<file path="src/rtl/edge_bitmap_packer.sv">
// edge_bitmap_packer
// Packs a raster-ordered 1-bit edge stream into bytes, LSB first. A partial
// byte at the end of a line is zero padded. Each byte is tagged with
// end-of-line/end-of-frame flags, queued in a first-word-fall-through FIFO,
// and leaves on a valid/ready handshake.
module edge_bitmap_packer #(
  parameter int IMG_WIDTH  = 640,
  parameter int IMG_HEIGHT = 480,
  parameter int FIFO_DEPTH = 16
) (
  input  logic                          clk,
  input  logic                          rst_n,
  input  logic                          pixel_valid,
  input  logic                          pixel_in,
  output logic [7:0]                    byte_data,
  output logic                          byte_eol,
  output logic                          byte_eof,
  output logic                          byte_valid,
  input  logic                          byte_ready,
  output logic [$clog2(FIFO_DEPTH):0]   fifo_level,
  output logic                          overflow,
  output logic                          frame_done
);

  localparam int CW = (IMG_WIDTH  > 1) ? $clog2(IMG_WIDTH)  : 1;
  localparam int RW = (IMG_HEIGHT > 1) ? $clog2(IMG_HEIGHT) : 1;
  localparam int AW = $clog2(FIFO_DEPTH);
  localparam int LW = AW + 1;

  localparam logic [CW-1:0] COL_LAST   = CW'(IMG_WIDTH - 1);
  localparam logic [RW-1:0] ROW_LAST   = RW'(IMG_HEIGHT - 1);
  localparam logic [LW-1:0] LEVEL_FULL = LW'(FIFO_DEPTH);

  // Position and packing state
  logic [CW-1:0] col_q, col_d;
  logic [RW-1:0] row_q, row_d;
  logic [2:0]    slot_q, slot_d;
  logic [6:0]    shreg_q, shreg_d;

  // FIFO state
  logic [9:0]    mem_q [FIFO_DEPTH];
  logic [AW-1:0] wr_ptr_q, wr_ptr_d;
  logic [AW-1:0] rd_ptr_q, rd_ptr_d;
  logic [LW-1:0] level_q, level_d;
  logic          overflow_q, overflow_d;
  logic          frame_done_q, frame_done_d;

  // Combinational helpers
  logic          line_end_s;
  logic          frame_end_s;
  logic          push_s;
  logic [7:0]    pack_byte_s;
  logic          empty_s;
  logic          full_s;
  logic          pop_s;
  logic          wr_en_s;
  logic          drop_s;
  logic [9:0]    head_s;

  // Column/row tracking and bit collection; a byte closes at slot 7 or line end
  always_comb begin
    col_d       = col_q;
    row_d       = row_q;
    slot_d      = slot_q;
    shreg_d     = shreg_q;
    line_end_s  = (col_q == COL_LAST);
    frame_end_s = line_end_s && (row_q == ROW_LAST);
    push_s      = pixel_valid && ((slot_q == 3'd7) || line_end_s);
    // Collected bits occupy slots below slot_q (upper bits are kept zero),
    // the live pixel lands in slot_q.
    pack_byte_s          = {1'b0, shreg_q};
    pack_byte_s[slot_q]  = pixel_in;
    if (pixel_valid) begin
      if (line_end_s) begin
        col_d = '0;
        if (row_q == ROW_LAST) begin
          row_d = '0;
        end else begin
          row_d = row_q + RW'(1);
        end
      end else begin
        col_d = col_q + CW'(1);
      end
      if (push_s) begin
        slot_d  = 3'd0;
        shreg_d = 7'd0;
      end else begin
        slot_d          = slot_q + 3'd1;
        shreg_d[slot_q] = pixel_in;
      end
    end else begin
      col_d = col_q;
    end
  end

  // FIFO bookkeeping: a push into a full FIFO survives only alongside a pop
  always_comb begin
    empty_s      = (level_q == '0);
    full_s       = (level_q == LEVEL_FULL);
    pop_s        = !empty_s && byte_ready;
    wr_en_s      = push_s && (!full_s || pop_s);
    drop_s       = push_s && full_s && !pop_s;
    wr_ptr_d     = wr_en_s ? (wr_ptr_q + AW'(1)) : wr_ptr_q;
    rd_ptr_d     = pop_s   ? (rd_ptr_q + AW'(1)) : rd_ptr_q;
    overflow_d   = overflow_q | drop_s;
    // Pulses for the eof byte whether it was stored or dropped
    frame_done_d = push_s && frame_end_s;
    case ({wr_en_s, pop_s})
      2'b10:   level_d = level_q + LW'(1);
      2'b01:   level_d = level_q - LW'(1);
      default: level_d = level_q;
    endcase
  end

  // Control state registers, cleared asynchronously
  always_ff @(posedge clk or negedge rst_n) begin
    if (!rst_n) begin
      col_q        <= '0;
      row_q        <= '0;
      slot_q       <= 3'd0;
      shreg_q      <= 7'd0;
      wr_ptr_q     <= '0;
      rd_ptr_q     <= '0;
      level_q      <= '0;
      overflow_q   <= 1'b0;
      frame_done_q <= 1'b0;
    end else begin
      col_q        <= col_d;
      row_q        <= row_d;
      slot_q       <= slot_d;
      shreg_q      <= shreg_d;
      wr_ptr_q     <= wr_ptr_d;
      rd_ptr_q     <= rd_ptr_d;
      level_q      <= level_d;
      overflow_q   <= overflow_d;
      frame_done_q <= frame_done_d;
    end
  end

  // FIFO storage; contents are meaningless once the pointers are reset
  always_ff @(posedge clk) begin
    if (wr_en_s) begin
      mem_q[wr_ptr_q] <= {frame_end_s, line_end_s, pack_byte_s};
    end
  end

  // Head entry is masked while empty so outputs read zero after reset
  always_comb begin
    head_s = empty_s ? 10'd0 : mem_q[rd_ptr_q];
  end

  assign byte_data  = head_s[7:0];
  assign byte_eol   = head_s[8];
  assign byte_eof   = head_s[9];
  assign byte_valid = !empty_s;
  assign fifo_level = level_q;
  assign overflow   = overflow_q;
  assign frame_done = frame_done_q;

endmodule
</file>
<file path="config.mk">
export PLATFORM = sky130hd
export DESIGN_NAME = edge_bitmap_packer
export DESIGN_NICKNAME = d
export VERILOG_FILES = /design/src/rtl/edge_bitmap_packer.sv
export SDC_FILE = /design/constraint.sdc
export NUM_CORES = 1
export LEC_CHECK = 0
export CORE_MARGIN = 2
export CORE_UTILIZATION = 50
export CTS_CLUSTER_DIAMETER = 200
export DETAILED_ROUTE_END_ITERATION = 7
export GPL_TIMING_DRIVEN = 0
export PLACE_DENSITY = 0.74
export SLEW_MARGIN = 20
export SYNTH_ARGS = -nofsm -noshare
export SYNTH_HDL_FRONTEND = slang
export SYNTH_SLANG_ARGS = --single-unit
export TNS_END_PERCENT = 1
</file>
<file path="constraint.sdc">
create_clock -name clk -period 5.1 [get_ports clk]
set_clock_uncertainty 0.2 [all_clocks]
set_input_delay 1.02 -clock clk [delete_from_list [all_inputs] [get_ports clk]]
set_output_delay 1.02 -clock clk [all_outputs]
set_load 0.02 [all_outputs]
</file>
# After elaboration in Yosys (flattened, before gate mapping)
# Memories as Yosys holds them, arrays and structs flattened.
# Index checks and enable logic that the tools add are counted.
# classes
n_addsub	7
n_lt_le_gt_ge	2
n_eq_ne	6
muxes	12
bitwise	1
n_reduce_logical	16
# ops
cell	count
$mux W10	2
$add A10 B1 Y10 const B	1
$eq A10 B10 Y1 const B	1
$pmux W5 S2	1
$add A9 B1 Y9 const B	1
$eq A9 B9 Y1 const B	1
$mux W9	1
$add A4 B1 Y4 const B	2
$bwmux W8	1
$logic_and A1 B1 Y1	8
$bwmux W7	1
$mux W7	1
$add A5 B1 Y5 const B	1
$eq A5 B5 Y1 const B	1
$logic_not A5 Y1	1
$sub A5 B1 Y5 const B	1
$lt A3 B4 Y1 const B	1
$add A3 B1 Y3 const B	1
$demux W1 S3	1
$eq A3 B3 Y1 const B	1
$ge A3 B1 Y1 const B	1
$logic_not A1 Y1	3
$mux W1	3
$mux W3	1
other kinds (6)	7
# totals
regBits	44
ram_bits	160
output_inout_bits	18
memories	1
# mem_list
name	depth	word_bits	read_ports	rd_clocked_by_memory_dff	write_ports	line	source
mem_q	16	10	1	0	1	41	logic [9:0] mem_q [FIFO_DEPTH];

# Longest topological paths before layout
# Gate-level depths: netlist (run 1).
# logic_depth
ltp_word	7
depth_mapped	11

# Worst setup path after synthesis (run 1)
# OpenSTA, ideal clock, no wires.
# synth_timing
path_kind	input-to-reg
startpoint	input port pixel_valid
endpoint	register level_q[4] (netlist: fifo_level[4])
setup_time_ns	0.134
arrival_ns	2.800
t_required_ns	4.766
setup_slack_ns	1.966
path_stages	10
n_path_buf	1
cell_sequence	buf_2 > nand2_1 > o31ai_1 > nor2_2 > xor2_1 > ha_1 > or3_1 > a21oi_1 > a32oi_1 > xnor2_1
# synth_via
elab_chain_cells	4
elab_cells_between_ends	6
cone_classes	eq/ne: 2; mux: 1; reduce/logical: 3
# synth_rtl
element	line	source
from (decl)	13	input logic pixel_valid,
$logic_and A1 B1 Y1 (*)	68	push_s = pixel_valid && ((slot_q == 3'd7) || line_end_s);
$logic_and A1 B1 Y1 (*)	101	wr_en_s = push_s && (!full_s || pop_s);
$eq A2 B1 Y1 or $eq A2 B2 Y1 (tied branches)	108	case ({wr_en_s, pop_s})
$pmux W5 S2 or $reduce_bool A2 Y1 (tied branches)	n/a	
to (signal assigned)	134	level_q <= level_d;
to (decl)	44	logic [LW-1:0] level_q, level_d;
# Mark *: on every way between the ends. The rest lies on a longest branch, timed or not.
# A chain may end at the register's enable or synchronous reset.

# Worst setup path after layout (run 1)
# layout_timing
startpoint	register rd_ptr_q[1]
endpoint	output port byte_data[0]
# layout_via
elab_chain_cells	2
# layout_rtl
element	line	source
from (decl)	43	logic [AW-1:0] rd_ptr_q, rd_ptr_d;
from (signal assigned)	133	rd_ptr_q <= rd_ptr_d;
$mem_v2 Z16 W10	n/a	
$mux W10	149	head_s = empty_s ? 10'd0 : mem_q[rd_ptr_q];
to (decl)	15	output logic [7:0] byte_data,
# No other way between the ends.

==> results of run 1 <==
## per-layer routing
layer | vias up | global-route usage (%) | share of wire, %
li1 | 1929 | - | -
met1 | 2242 | 25.09 | 39
met2 | 127 | 33.48 | 51
met3 | 25 | 4.467 | 7.7
met4 | 0 | 4.503 | 1.8
met5 | - | 0 | 0
## final cells by class
type	instances	area share, %
buffer	20	1.196
multi-input combinational	231	25.40
tap	220	2.830
clock buffer	28	5.981
clock inverter	10	1.106
sequential	204	60.71
timing repair buffer	22	2.392
inverter	10	0.3859
## Yosys cell counts, types with 7 or more instances
master and n:
dfrtp_1 44, a41o_1 7, mux4_2 50, nand3_1 9, clkbuf_1 9, nor2_1 14, and2_1 16, edfxtp_1 160
nor2b_1 18, mux2_2 8, nand2_1 18, xnor2_1 15, inv_1 10, ha_1 11, xor2_1 10, nand4_1 9
## sequential cells by signal, summed over array words and instances (netlist names)
register,cells
wr_ptr_q,4
col_q,10
fifo_level,5
overflow,1
frame_done,1
rd_ptr_q,4
row_q,9
shreg_q,7
mem_q,160
slot_q,3
## power breakdown
part | leakage [nW] | switching [mW] | total (mW) | internal [mW]
sequential | 2.07 | 0.123 | 2.19 | 2.06
combinational | 1.08 | 0.865 | 1.67 | 0.808
clock | 0.337 | 0.614 | 1.52 | 0.905
## metrics by stage
stage | utilization [%] | worst slack [ns] | power, mW
floorplan | - | 1.966 | 3.352
global placement | 54.15 | 1.017 | 3.829
detailed placement | 54.31 | 0.9630 | 3.908
CTS | 58.45 | 0.4257 | 5.428
global route | 58.45 | 0.3495 | 5.616
finish | 58.45 | 0.4748 | 5.380
## worst max-delay path, delay by kind of cell (launching register included)
family,cells,cell delay (ns)
buffers and inverters,3,1.45
muxes,2,0.97
DFF,1,0.35
and+or+nand+nor,1,0.14
## worst min path at each step
stage,startpoint,to,slack (ns),cells past startpoint
after floorplan,row_q[4]$_DFFE_PN0P_,row_q[4]$_DFFE_PN0P_,0.25,1
after detailed placement,overflow$_DFF_PN0_,overflow$_DFF_PN0_,0.25,1
after global placement,overflow$_DFF_PN0_,overflow$_DFF_PN0_,0.24,1
final,overflow$_DFF_PN0_,overflow$_DFF_PN0_,0.26,1
after global routing,overflow$_DFF_PN0_,overflow$_DFF_PN0_,0.30,1
after CTS,overflow$_DFF_PN0_,overflow$_DFF_PN0_,0.27,1
## cell families (layout without fill, tap and decap cells)
| logic type | after synthesis | after routing | share of synthesized area (%) |
|---|---|---|---|
| adders and majority gates | 11 | 11 | 1.614 |
| AOI/OAI and AO/OA | 23 | 23 | 2.348 |
| buffers and inverters | 30 | 90 | 1.805 |
| DFF | 204 | 204 | 69.27 |
| muxes | 63 | 63 | 14.88 |
| and+or+nand+nor | 109 | 109 | 7.514 |
| xor gates and xnor gates | 25 | 25 | 2.568 |
==> summary.txt, run 1 <==
Synth
  • Post-Synthesis Cell Area: 8526 sq um
  • Synth Register Bits: 204
  • Ranking of synthesized cells by area: edfxtp_1 (56%), mux4_2 (13%), dfrtp_1 (13%), ha_1 (1.6%), xnor2_1 (1.5%)
  • Total of warnings raised by yosys: 0
  • Syn_nets: slightly below 500
  • Sequential cell area fraction in the yosys report: 69.27%
  • Top_reg_cell synth: edfxtp_1
  • Ys async rst share: 21.57%
  • Number of synthesized flops with an enable pin: 160
  • Leading area contributor after synthesis: edfxtp_1
  • Post-synth top area share: between 50% and 60%
  • Mapped Avg Cell Area: 18.33 sq um
  • Post-Synthesis Cells: 465
  • Synth cell types: 44

Timing
  • Final Setup Violations: 0
  • Fin crit period: 4.625 ns
  • Setup TNS: 0 ns
  • RSZ-0062 raised after global routing: no
  • Final hold viol count: 0
  • Fmax: 216.2 MHz
  • Slew @ Worst Pin: 0.9454 ns
  • Worst slew margin: 36.63%
  • Min Hold Slack: 0.2604 ns
  • Final Cycle Share: 90.69%
  • Max-slew violations: 0

Clock tree
  • Number of H-tree levels: 1
  • CTS tree: built
  • Clock Sinks: 204
  • Post-CTS setup buffer count: 0
  • CTS buffer count: 21
  • CTS root buf: clkbuf_16
  • Max Buffers Root-to-Sink: 3
  • Clk slew on worst S/H paths: 0.06 ns
  • Post-CTS Resized: 0
  • Worst-Skew Late Latency: about 0.49 ns
  • # hold bufs at CTS: 0

Finish
  • Share of cells above drive strength 1: 21.14%
  • Final nets: ~530
  • Area growth syn-to-layout: 14.10%
  • Finished Layout Cells: 745
  • Diode count: 0
  • Commonest non-fill, non-tap cells in the layout: edfxtp_1 (160), mux4_2 (50), dfrtp_1 (44)
  • Post-route cell area: 9728 sq um
  • Reg area: 5906 sq um
  • Layout filler cell count: 1207
  • Multi-input gate area: 2471 sq um
  • Commonest non-fill, non-tap cell in the layout: edfxtp_1

Global route
  • Antenna violations before repair: 0
  • Global-route usage over all layers: 19.32%
  • Grt ovf: 0
  • First-pass GRT wire length: 26190 um
  • Number of global-route vias before repair: 4545
  • Largest net degree at the start of global routing: 25

Die
  • Initial Util: approximately half
  • CORE AREA: about 17000 sq um
  • Num rows: between 40 and 50
  • Die Width: 134.6 um
  • Die height: 134.6 um
  • Ports: 23
  • Die ar.: around 18000 sq um

Setup path
  • Setup slack, reg-to-reg: 2.08 ns
  • FF-to-FF Start: col_q[0]$_DFFE_PN0P_
  • Crit start category: register
  • Crit path kind: register to primary output
  • Critical Path End: byte_data[0]
  • Crit end category: primary output
  • Worst Setup SP: rd_ptr_q[1]$_DFFE_PN0N_
  • Crit path cell chain: clkbuf_1 > clkbuf_1 > mux4_2 > mux4_2 > nor2b_1 > clkdlybuf4s50_1
  • R2R Path End: mem_q[3][6]$_DFFE_PP_
  • Worst Reg2Reg Path Length in Cells: 7
  • Critical path arrival: 3.41 ns
  • Crit-path slowest cell: clkbuf_1
  • Worst-path fanout max: 10
  • Slowest Stage Delay on Critical Path: 0.65 ns
  • Req. time, crit path: 3.88 ns

Route
  • Antenna-violating nets left: 0
  • DR DRC count: 0
  • DR vias/cell: approximately 5.8
  • DRT Pass-1 Iters: 4
  • Via Count: 4323
  • DRT Wirelength: 16660 um
  • Avg WL per Cell: 22.37 um
  • Starting DRT DRC Count: 320

Run status
  • Status: finished, final reports clean

Place
  • Hpwl dp: 10920 um
  • PortBufs: 21
  • Inst Count DP: about 710
  • Placer's final routability congestion estimate: 0.7713
  • Dpl cell area: 9039 sq um

Pwr
  • P_leak: 3.487 nW
  • Peak supply drop: ~290 uV
  • PD cells: 553.0 nW/um^2

Job
  • Max Cap Viol: 0

Hold path
  • Hold crit path type: register to register
No activity file was read; power rests on OpenSTA's default activity.
==> run 2, diff against run 1 <==
--- a/config.mk
+++ b/config.mk
@@ -15,4 +15,4 @@
 export SYNTH_ARGS = -nofsm -noshare
 export SYNTH_HDL_FRONTEND = slang
 export SYNTH_SLANG_ARGS = --single-unit
-export TNS_END_PERCENT = 1
+export TNS_END_PERCENT = 5
==> results of run 2 <==
No change in the layout: final DEF, timing and power equal those of run 1.
